$ cat src/rtl/aes_spi_frontend_pkg.sv
// rtl/aes_spi_frontend_pkg.sv - shared types and constants for the AES serial front-end
package aes_pkg;

    typedef enum logic [2:0] {
        IDLE  = 3'd0,
        RX    = 3'd1,
        START = 3'd2,
        WAIT  = 3'd3,
        TX    = 3'd4
    } spi_state_t;

    localparam int RESULT_BITS = 128;
    localparam int CHK_BITS    = 8;

    // Serial frame length: message block followed by the key.
    function automatic int frame_bits(input int nb, input int nk);
        return 32 * nb + 32 * nk;
    endfunction

endpackage

$ cat src/rtl/aes_spi_frontend_if.sv
// rtl/aes_spi_frontend_if.sv - serial and core-side signal bundle of the AES front-end
interface aes_spi_frontend_if
    import aes_pkg::*;
#(
    parameter int nb = 4,
    parameter int nk = 4
);
    logic                   cs_enc;
    logic                   Mosi;
    logic                   Miso;
    logic [32*nb-1:0]       core_msg;
    logic [32*nk-1:0]       core_key;
    logic                   core_start;
    logic                   core_done;
    logic [RESULT_BITS-1:0] core_result;
    logic                   frame_err;

    // Front-end view: consumes the serial inputs and core result, drives the rest.
    modport slave (
        input  cs_enc, Mosi, core_done, core_result,
        output Miso, core_msg, core_key, core_start, frame_err
    );

    // SPI master / core view.
    modport master (
        output cs_enc, Mosi, core_done, core_result,
        input  Miso, core_msg, core_key, core_start, frame_err
    );

endinterface

$ cat src/rtl/aes_spi_frontend_shift_reg.sv
// rtl/aes_spi_frontend_shift_reg.sv - MSB-first shift register with parallel load
module spi_shift_reg #(
    parameter int WIDTH = 8
) (
    input  logic             clk,
    input  logic             rst,
    input  logic             i_shift_en,
    input  logic             i_load,
    input  logic [WIDTH-1:0] i_load_data,
    input  logic             i_serial_in,
    output logic             o_msb,
    output logic [WIDTH-1:0] o_data
);

    logic [WIDTH-1:0] r_data;

    // Parallel load wins over shifting; serial data enters at the LSB.
    always_ff @(posedge clk) begin
        if (rst) begin
            r_data <= '0;
        end else if (i_load) begin
            r_data <= i_load_data;
        end else if (i_shift_en) begin
            r_data <= {r_data[WIDTH-2:0], i_serial_in};
        end
    end

    assign o_msb  = r_data[WIDTH-1];
    assign o_data = r_data;

endmodule

$ cat src/rtl/aes_spi_frontend.sv
// rtl/aes_spi_frontend.sv - AES serial front-end (optional TX checksum: AES_SPI_CHECKSUM_EN)
module aes_spi_frontend
    import aes_pkg::*;
#(
    parameter int nk = 4,
    parameter int nb = 4,
    parameter int nr = 10
) (
    input logic               clk,
    input logic               rst,
    aes_spi_frontend_if.slave bus
);

    localparam int FB = frame_bits(nb, nk);
    localparam int CW = $clog2(FB + 1);

`ifdef AES_SPI_CHECKSUM_EN
    localparam int TXB = RESULT_BITS + CHK_BITS;
`else
    localparam int TXB = RESULT_BITS;
`endif

    // Only AES geometries are meaningful; nr must match the key length.
    if (nb != 4 || !(nk == 4 || nk == 6 || nk == 8) || nr != nk + 6) begin : g_bad_cfg
        $error("aes_spi_frontend: unsupported nb/nk/nr combination");
    end

    spi_state_t         r_state;
    spi_state_t         w_state_nxt;
    logic [CW-1:0]      r_cnt;
    logic [CW-1:0]      w_cnt_nxt;
    logic [32*nb-1:0]   r_core_msg;
    logic [32*nk-1:0]   r_core_key;

    logic               w_core_start;
    logic               w_frame_err;
    logic               w_rx_shift;
    logic               w_rx_last;
    logic               w_tx_load;
    logic               w_tx_shift;

    logic [FB-1:0]      w_rx_data;
    logic               w_rx_msb;
    logic [TXB-1:0]     w_tx_data;
    logic               w_tx_msb;
    logic [TXB-1:0]     w_tx_load_data;
    logic               w_unused;

`ifdef AES_SPI_CHECKSUM_EN
    // Trailer byte: XOR of all sixteen result bytes.
    function automatic logic [CHK_BITS-1:0] result_checksum(input logic [RESULT_BITS-1:0] res);
        logic [CHK_BITS-1:0] c;
        c = '0;
        for (int i = 0; i < RESULT_BITS / CHK_BITS; i++) begin
            c = c ^ res[CHK_BITS*i +: CHK_BITS];
        end
        return c;
    endfunction

    assign w_tx_load_data = {bus.core_result, result_checksum(bus.core_result)};
`else
    assign w_tx_load_data = bus.core_result;
`endif

    spi_shift_reg #(.WIDTH(FB)) u_rx_sr (
        .clk         (clk),
        .rst         (rst),
        .i_shift_en  (w_rx_shift),
        .i_load      (1'b0),
        .i_load_data ('0),
        .i_serial_in (bus.Mosi),
        .o_msb       (w_rx_msb),
        .o_data      (w_rx_data)
    );

    spi_shift_reg #(.WIDTH(TXB)) u_tx_sr (
        .clk         (clk),
        .rst         (rst),
        .i_shift_en  (w_tx_shift),
        .i_load      (w_tx_load),
        .i_load_data (w_tx_load_data),
        .i_serial_in (1'b0),
        .o_msb       (w_tx_msb),
        .o_data      (w_tx_data)
    );

    // The RX top bit falls off the end and TX is only read serially.
    assign w_unused = ^{w_rx_msb, w_rx_data[FB-1], w_tx_data};

    // State and shared bit counter; reset abandons any core operation in flight.
    always_ff @(posedge clk) begin
        if (rst) begin
            r_state <= IDLE;
            r_cnt   <= '0;
        end else begin
            r_state <= w_state_nxt;
            r_cnt   <= w_cnt_nxt;
        end
    end

    // Next-state, counter and control strobes.
    always_comb begin
        w_state_nxt  = r_state;
        w_cnt_nxt    = r_cnt;
        w_core_start = 1'b0;
        w_frame_err  = 1'b0;
        w_rx_shift   = 1'b0;
        w_rx_last    = 1'b0;
        w_tx_load    = 1'b0;
        w_tx_shift   = 1'b0;
        case (r_state)
            IDLE: begin
                w_cnt_nxt = '0;
                if (bus.cs_enc) begin
                    w_rx_shift  = 1'b1;
                    w_cnt_nxt   = CW'(1);
                    w_state_nxt = RX;
                end
            end
            RX: begin
                if (bus.cs_enc) begin
                    w_rx_shift = 1'b1;
                    w_cnt_nxt  = r_cnt + CW'(1);
                    if (r_cnt == CW'(FB - 1)) begin
                        w_rx_last   = 1'b1;
                        w_state_nxt = START;
                    end
                end else begin
                    // Chip select dropped mid-frame: discard and flag it.
                    w_frame_err = 1'b1;
                    w_cnt_nxt   = '0;
                    w_state_nxt = IDLE;
                end
            end
            START: begin
                w_core_start = 1'b1;
                w_cnt_nxt    = '0;
                w_state_nxt  = WAIT;
            end
            WAIT: begin
                if (bus.core_done) begin
                    w_tx_load   = 1'b1;
                    w_cnt_nxt   = '0;
                    w_state_nxt = TX;
                end
            end
            TX: begin
                // A deasserted chip select only stalls the shifter.
                if (bus.cs_enc) begin
                    w_tx_shift = 1'b1;
                    w_cnt_nxt  = r_cnt + CW'(1);
                    if (r_cnt == CW'(TXB - 1)) begin
                        w_cnt_nxt   = '0;
                        w_state_nxt = IDLE;
                    end
                end
            end
            default: begin
                w_cnt_nxt   = '0;
                w_state_nxt = IDLE;
            end
        endcase
    end

    // Latch message and key together with the last frame bit so they are valid while core_start is high.
    always_ff @(posedge clk) begin
        if (rst) begin
            r_core_msg <= '0;
            r_core_key <= '0;
        end else if (w_rx_last) begin
            {r_core_msg, r_core_key} <= {w_rx_data[FB-2:0], bus.Mosi};
        end
    end

    assign bus.core_msg   = r_core_msg;
    assign bus.core_key   = r_core_key;
    assign bus.core_start = w_core_start;
    assign bus.frame_err  = w_frame_err;
    assign bus.Miso       = (r_state == TX) & w_tx_msb;

endmodule

$ cat src/flat_wrapper.sv
// flat-port wrapper written by rule: the top's interface ports become plain ports
module aes_spi_frontend_flat import aes_pkg::*;
#(
    parameter int nk = 4,
    parameter int nb = 4,
    parameter int nr = 10
)
  (clk, rst, bus_cs_enc, bus_Mosi, bus_core_done, bus_core_result, bus_Miso, bus_core_msg, bus_core_key, bus_core_start, bus_frame_err);
  aes_spi_frontend_if #(.nb(nb), .nk(nk)) bus_i ();
  input logic clk;
  input logic rst;
  input wire logic [$bits(bus_i.cs_enc)-1:0] bus_cs_enc;
  input wire logic [$bits(bus_i.Mosi)-1:0] bus_Mosi;
  input wire logic [$bits(bus_i.core_done)-1:0] bus_core_done;
  input wire logic [$bits(bus_i.core_result)-1:0] bus_core_result;
  output wire logic [$bits(bus_i.Miso)-1:0] bus_Miso;
  output wire logic [$bits(bus_i.core_msg)-1:0] bus_core_msg;
  output wire logic [$bits(bus_i.core_key)-1:0] bus_core_key;
  output wire logic [$bits(bus_i.core_start)-1:0] bus_core_start;
  output wire logic [$bits(bus_i.frame_err)-1:0] bus_frame_err;
  assign bus_i.cs_enc = bus_cs_enc;
  assign bus_i.Mosi = bus_Mosi;
  assign bus_i.core_done = bus_core_done;
  assign bus_i.core_result = bus_core_result;
  assign bus_Miso = bus_i.Miso;
  assign bus_core_msg = bus_i.core_msg;
  assign bus_core_key = bus_i.core_key;
  assign bus_core_start = bus_i.core_start;
  assign bus_frame_err = bus_i.frame_err;
  aes_spi_frontend #(.nk(nk), .nb(nb), .nr(nr)) u_core (.clk(clk), .rst(rst), .bus(bus_i));
endmodule
$ cat config.mk
export PLATFORM = sky130hd
export DESIGN_NAME = aes_spi_frontend_flat
export DESIGN_NICKNAME = d
export VERILOG_FILES = /design/src/rtl/aes_spi_frontend_pkg.sv /design/src/rtl/aes_spi_frontend_if.sv /design/src/rtl/aes_spi_frontend_shift_reg.sv /design/src/rtl/aes_spi_frontend.sv /design/src/flat_wrapper.sv
export SDC_FILE = /design/constraint.sdc
export NUM_CORES = 1
export LEC_CHECK = 0
export CAP_MARGIN = 0
export CORE_UTILIZATION = 57
export CTS_CLUSTER_DIAMETER = 100
export DETAILED_ROUTE_END_ITERATION = 10
export DONT_BUFFER_PORTS = 1
export PLACE_DENSITY_LB_ADDON = 0.05
export SLEW_MARGIN = 20
export SYNTH_ARGS = -nofsm -noshare
export SYNTH_HDL_FRONTEND = slang
export SYNTH_SLANG_ARGS = --single-unit
$ cat constraint.sdc
create_clock -name clk -period 1.79 [get_ports clk]
set_clock_uncertainty 0.1 [all_clocks]
set_input_delay 0.4475 -clock clk [delete_from_list [all_inputs] [get_ports clk]]
set_output_delay 0.4475 -clock clk [all_outputs]
set_load 0.03 [all_outputs]
======== Word-level counts from Yosys, hierarchy flattened ========
Cells that the tools add are included.
storage, ports and cells
  bits of input ports ..................... 133
  bits in read-only memories .............. 0
  output and inout port bits .............. 259
  word-level logic and storage cells ...... 50
  register bits after elaboration ......... 651
  RAM bits ................................ 0
  memories kept ........................... 0
  latch bits .............................. 0
operators by class
  equality and inequality tests ........... 11
  bitwise gates (word level) .............. 1
  reduce and logical (&&, ||, !) cells .... 5
  $mul .................................... 0
  shift-type cells ........................ 0
  $lt $le $gt $ge ......................... 0
  add/sub/neg operators ................... 1
  divide/modulo/power cells ............... 0
  mux-type cells .......................... 26
operators by type and width
  cell                                                                      number
  128-bit 2-to-1 mux                                                        2
  9-bit 2-to-1 mux                                                          4
  9-bit case mux with 4 select lines                                        1
  3-bit 2-to-1 mux                                                          6
  3-bit case mux with 5 select lines                                        1
  1-bit 2-to-1 mux                                                          12
  9-bit by 1-bit adder with 9-bit output (second input constant)            1
  9-bit by 7-bit == test with 1-bit output (second input constant)          1
  9-bit by 8-bit == test with 1-bit output (second input constant)          1
  3-bit by 2-bit == test with 1-bit output (second input constant)          2
  2-bit inequality test (second input constant)                             3
  5-bit AND reduction                                                       1
  3-bit by 1-bit == test with 1-bit output (second input constant)          1
  3-bit == test (second input constant)                                     1
  3-bit zero test                                                           1
  3-bit by 2-bit inequality test with 1-bit output (second input constant)  1
  2-bit by 1-bit inequality test with 1-bit output (second input constant)  1
  2-bit AND reduction                                                       1
  2-bit nonzero test                                                        1
  2-bit OR reduction                                                        1
  1-bit bitwise AND                                                         1

======== Logic depth before layout (Yosys ltp) ========
  word-level depth ........................ 4
  gate-level depth with buffers ........... 10
  gate-level depth less buffers ........... 6

======== Modules after synthesis ========
Synthesis repeated with hierarchy kept, for this count alone.
second synthesis, totals
  cells, all modules ...................... 2,910
  area, all modules ....................... 29,419.5 um2
modules (own cells, without submodules)
  module                          area an instance (um2)  sequential area each (um2)  instances  cells an instance
  spi_shift_reg (u_core.u_rx_sr)  13,145.1                5,124.9                     1          1,139
  aes_spi_frontend                9,608.0                 5,365.1                     1          1,201
  spi_shift_reg (u_core.u_tx_sr)  6,666.4                 2,562.5                     1          570

======== Least setup slack after synthesis ========
Ideal clock, no wire load.
  path type ............................... reg2reg
  from .................................... register u_core.r_cnt[2]
  to ...................................... register u_core.r_core_key[100] (netlist: u_core.bus.core_key[100])
  arrival ................................. 1.798 ns
  path buffers ............................ 4
  setup time .............................. 0.070 ns
  data required time ...................... 1.620 ns
  clock period less this slack ............ 1.968 ns
  path slack .............................. -0.178 ns
  stages on the path, launching flop included .. 11
  cells stage by stage .................... dfxtp_1 -> and4_1 -> clkbuf_1 -> and4_1 -> ha_1 -> and3_1 -> buf_2 -> buf_4 -> buf_4 -> nand2_1 -> a21oi_1
on the way
  cells in the longest elaborated chain, start to end .. 4
ends and longest elaborated chain
  element                                   line                     text
  from (decl)                               aes_spi_frontend.sv:30   logic [CW-1:0] r_cnt;
  from (signal assigned)                    aes_spi_frontend.sv:97   r_cnt <= w_cnt_nxt;
  9-bit by 8-bit == test with 1-bit output  aes_spi_frontend.sv:124  if (r_cnt == CW'(FB - 1)) begin
  1-bit 2-to-1 mux                          aes_spi_frontend.sv:124
  1-bit 2-to-1 mux                          aes_spi_frontend.sv:121  if (bus.cs_enc) begin
  1-bit 2-to-1 mux                          aes_spi_frontend.sv:111  case (r_state)
  to (signal assigned)                      aes_spi_frontend.sv:171  {r_core_msg, r_core_key} <= {w_rx_data[FB-2:0], bus.Mosi};
  to (decl)                                 aes_spi_frontend.sv:33   logic [32*nk-1:0] r_core_key;
No other way between the ends.
A chain may end at the register's enable or synchronous reset.

======== Final worst setup path ========
  from .................................... register u_core.r_cnt[2]
  to ...................................... register u_core.r_core_key[119] (netlist: u_core.bus.core_key[119])
The elaborated chain is that of the path after synthesis.

==> results.py <==
metrics = {
    "pwr": {
        "p_sw_share_pct": 21.1,
        "seq_power_share_pct": 49.8,
        "pwr-share-comb_pct": 2.0,
        "p_switching_mw": 6.15,
        "total_power_mw": 29.1,
        "power.share.clock_pct": 48.2,
        "intPower_mw": 23.0,
        "p_leak_nw": 12.8,
        "peakVddDrop_uv": 1180,
        "p_per_area_nw_per_um2": 840,
    },
    "cts": {
        "cts_tree": "built",
        "cts_root_buf": "clkbuf_16",
        "numCtsBuffers": 67,
        "clock_path_buffers": 3,
        "clkTransAtPathRegs_ns": 0.06,
        "clk_latency_ns": 0.58,
        "htreeDepth": 3,
        "clkSinkCount": 651,
    },
    "drt": {
        "drcViolationCount": 20,
        "routed_wl_microns": 81200,
        "drtAntennaViolNets": 0,
        "drt_iter0_markers": 1778,
        "via_count": 21900,
        "wire_per_inst_microns": 22.4,
        "firstDrtPassIters": 11,
        "avgViaCountPerCell": 6.03,
    },
    "floorplanning": {
        "core_area_sq_um": 41100,
        "rows": 74,
        "die_w_microns": 207,
        "pin_count": 392,
        "initial_core_util_pct": 58.2,
        "dieArea_sq_um": 42800,
        "die_h_microns": 207,
    },
    "global_route": {
        "antenna_found_initial": 2,
        "grt_pass1_vias": 19900,
        "grt_max_degree": 648,
        "grt_util_all_layers_pct": 31.7,
        "overflow": 0,
        "grt_pass1_wl_microns": 107000,
    },
    "critical_path": {
        "critical_path_class": "reg -> reg",
        "crit_fanout": 7,
        "crit_arrival_ns": 2.44,
        "worstPathRequired_ns": 2.09,
        "setup.worst_path.end_class": "register",
        "rrSetupSlack_ns": -0.34,
        "startpoint_type": "register",
        "rr_worst_depth": 11,
    },
    "worst_hold_path": {
        "whs_path_depth": 1,
        "min-delay-path-class": "in -> reg",
    },
    "layout": {
        "fin_cells": 3632,
        "layout-drive-gt1-share_pct": 34.5,
        "layout_commonest_cell": "nand2_1",
        "final_nets": 3187,
        "syn2layout_area_growth_pct": 44.8,
        "final_cell_mix": "657 x nand2_1, 643 x dfxtp_1, 283 x nand2_4",
        "fillers": 2042,
    },
    "logic_synthesis": {
        "synthFlopType": "dfxtp_1",
        "synth-seq-cells": 651,
        "ys_seq_area_share_pct": 54.4,
        "synth_cells": 2873,
        "syn_nets": 3008,
        "synth.yosys.warnings": 0,
        "avgSynthCellArea_sq_um": 8.33,
        "synth_area_sq_um": 23900,
        "synth_edf_count": 0,
        "yosysTopAreaCellShare_pct": 54.4,
        "async_reset_ff_share_pct": 0,
        "synth_top_area_cell": "dfxtp_1",
        "post_synth_num_cell_types": 47,
        "synth.area.top_cells": "dfxtp_1 54%, nand2_1 16%, a21oi_1 11%",
    },
    "place": {
        "post-place-ws_ns": -0.172,
        "hpwl_microns": 35100,
        "io_buffers": 0,
        "routabilityCongestion": 0.793,
        "numPlacedInstances": 3259,
    },
    "timing": {
        "whs_ns": -0.156,
        "max_freq_ghz": 0.469,
        "layout_worst_path_cycle_share_pct": 119,
        "timing.final.ws_setup_ns": -0.343,
        "worst_slew_margin_rel_pct": -34.6,
        "worst_pin_slew_ns": 2.02,
        "drv_slew": 227,
        "setup_viol": 368,
        "rsz0062_at_grt": "yes",
        "final.min_clock_period_ns": 2.13,
        "hold_violations": 8,
    },
    "run_status": {
        "failed_checks": "DRC, hold timing, slew limit, setup timing",
        "status": "finished with violations",
    },
    "run": {
        "cap_violations": 0,
    },
}
area by class of cell:
class / count / area, sq um / share of cell area [%]
Antenna cell: 2 / 5.00 / 0.0144
Clock buffer: 90 / 1910 / 5.50
Clock inverter: 25 / 269 / 0.776
Inverter: 1 / 3.75 / 0.0108
Multi-Input combinational cell: 1989 / 13400 / 38.6
Sequential cell: 651 / 13000 / 37.6
Tap cell: 532 / 666 / 1.92
Timing Repair Buffer: 342 / 5380 / 15.5
power by group through the flow:
stage,registers (mW),logic (mW),clock network (mW)
floorplan,14.8,0.385,0
global placement,14.8,0.333,0
detailed placement,14.8,0.334,0
CTS,14.5,0.463,14.0
global route,14.5,0.610,14.7
finish,14.5,0.586,14.0
through the flow:
step / cell area (sq um) / utilization (%) / TNS, ns
after CTS: 32100 / 78.0 / -62.72
after detailed placement: 24600 / 59.9 / -25.86
final: 34700 / 84.3 / -69.03
after floorplan: 24100 / - / -13.50
after global routing: 34700 / 84.3 / -73.42
after global placement: 24600 / 59.9 / -8.38
registers in the layout (all words and copies together) (netlist names):
name / flops
u_core.u_rx_sr.o_data: 255
u_core.bus.core_key: 128
u_core.bus.core_msg: 128
u_core.u_tx_sr.o_data: 128
u_core.r_cnt: 9
u_core.r_state: 3
logic make-up (layout without fill, tap and decap cells):
kind of cell               count (synthesis)  after routing  share of synthesized area [%]
buffers and inverters                    233            458                           5.51
and+or+nand+nor                         1198           1198                           19.3
DFF                                      651            651                           54.4
other                                      0              2                              0
AOI/OAI and AO/OA                        658            658                           15.2
muxes                                    126            126                           5.27
adders and majority gates                  2              2                          0.104
xor gates and xnor gates                   5              5                          0.183
critical path, stage by stage, from the launching register on:
cell,delay (ns)
dfxtp_2,0.33
and4_4,0.23
and4_4,0.22
ha_4,0.14
buf_6,0.09
nand3_4,0.07
buf_6,0.15
buf_12,0.15
buf_12,0.16
buf_16,0.16
nand2_4,0.07
a21oi_2,0.06
cell usage after synthesis (3+ instances only):
library cell / n
nand4_1: 4
dfxtp_1: 651
xor2_1: 5
nand2_1: 1029
buf_12: 13
a22oi_1: 4
and2_1: 4
buf_1: 4
clkbuf_1: 97
nor2_1: 135
mux2i_1: 125
a21oi_1: 517
buf_2: 88
o21bai_1: 3
a211oi_1: 125
buf_4: 28
nand3_1: 4
metal layers:
metal,track usage (%),share of wire [%],vias up
met5,0,0,-
met4,13.5,5.2,0
met3,8.24,8.2,287
met2,52.8,49,1065
met1,38.6,37,10600
li1,-,-,9939
path summary, 6_finish.rpt:
| check | from | to |
|---|---|---|
| worst max-delay path | u_core.r_cnt[2]$_SDFFE_PP0P_ | u_core.bus.core_key[119]$_SDFFE_PP0P_ |
| worst min register to register | u_core.u_tx_sr.o_data[126]$_SDFFE_PP0P_ | u_core.u_tx_sr.o_data[126]$_SDFFE_PP0P_ |
| worst min-delay path | rst | u_core.bus.core_msg[9]$_SDFFE_PP0P_ |
| worst max register to register | u_core.r_cnt[2]$_SDFFE_PP0P_ | u_core.bus.core_key[119]$_SDFFE_PP0P_ |
repair_timing:
action / 4_1_cts / 5_1_grt
hold buffers: 68 / 46
buffers inserted: 68 / 34
resized for setup: 602 / 605
pin swaps: 234 / 215
hold endpoints to repair: 646 / 627
gates cloned: 66 / 21
setup endpoints to repair: 256 / 331
(Power assumes the default switching activity.)
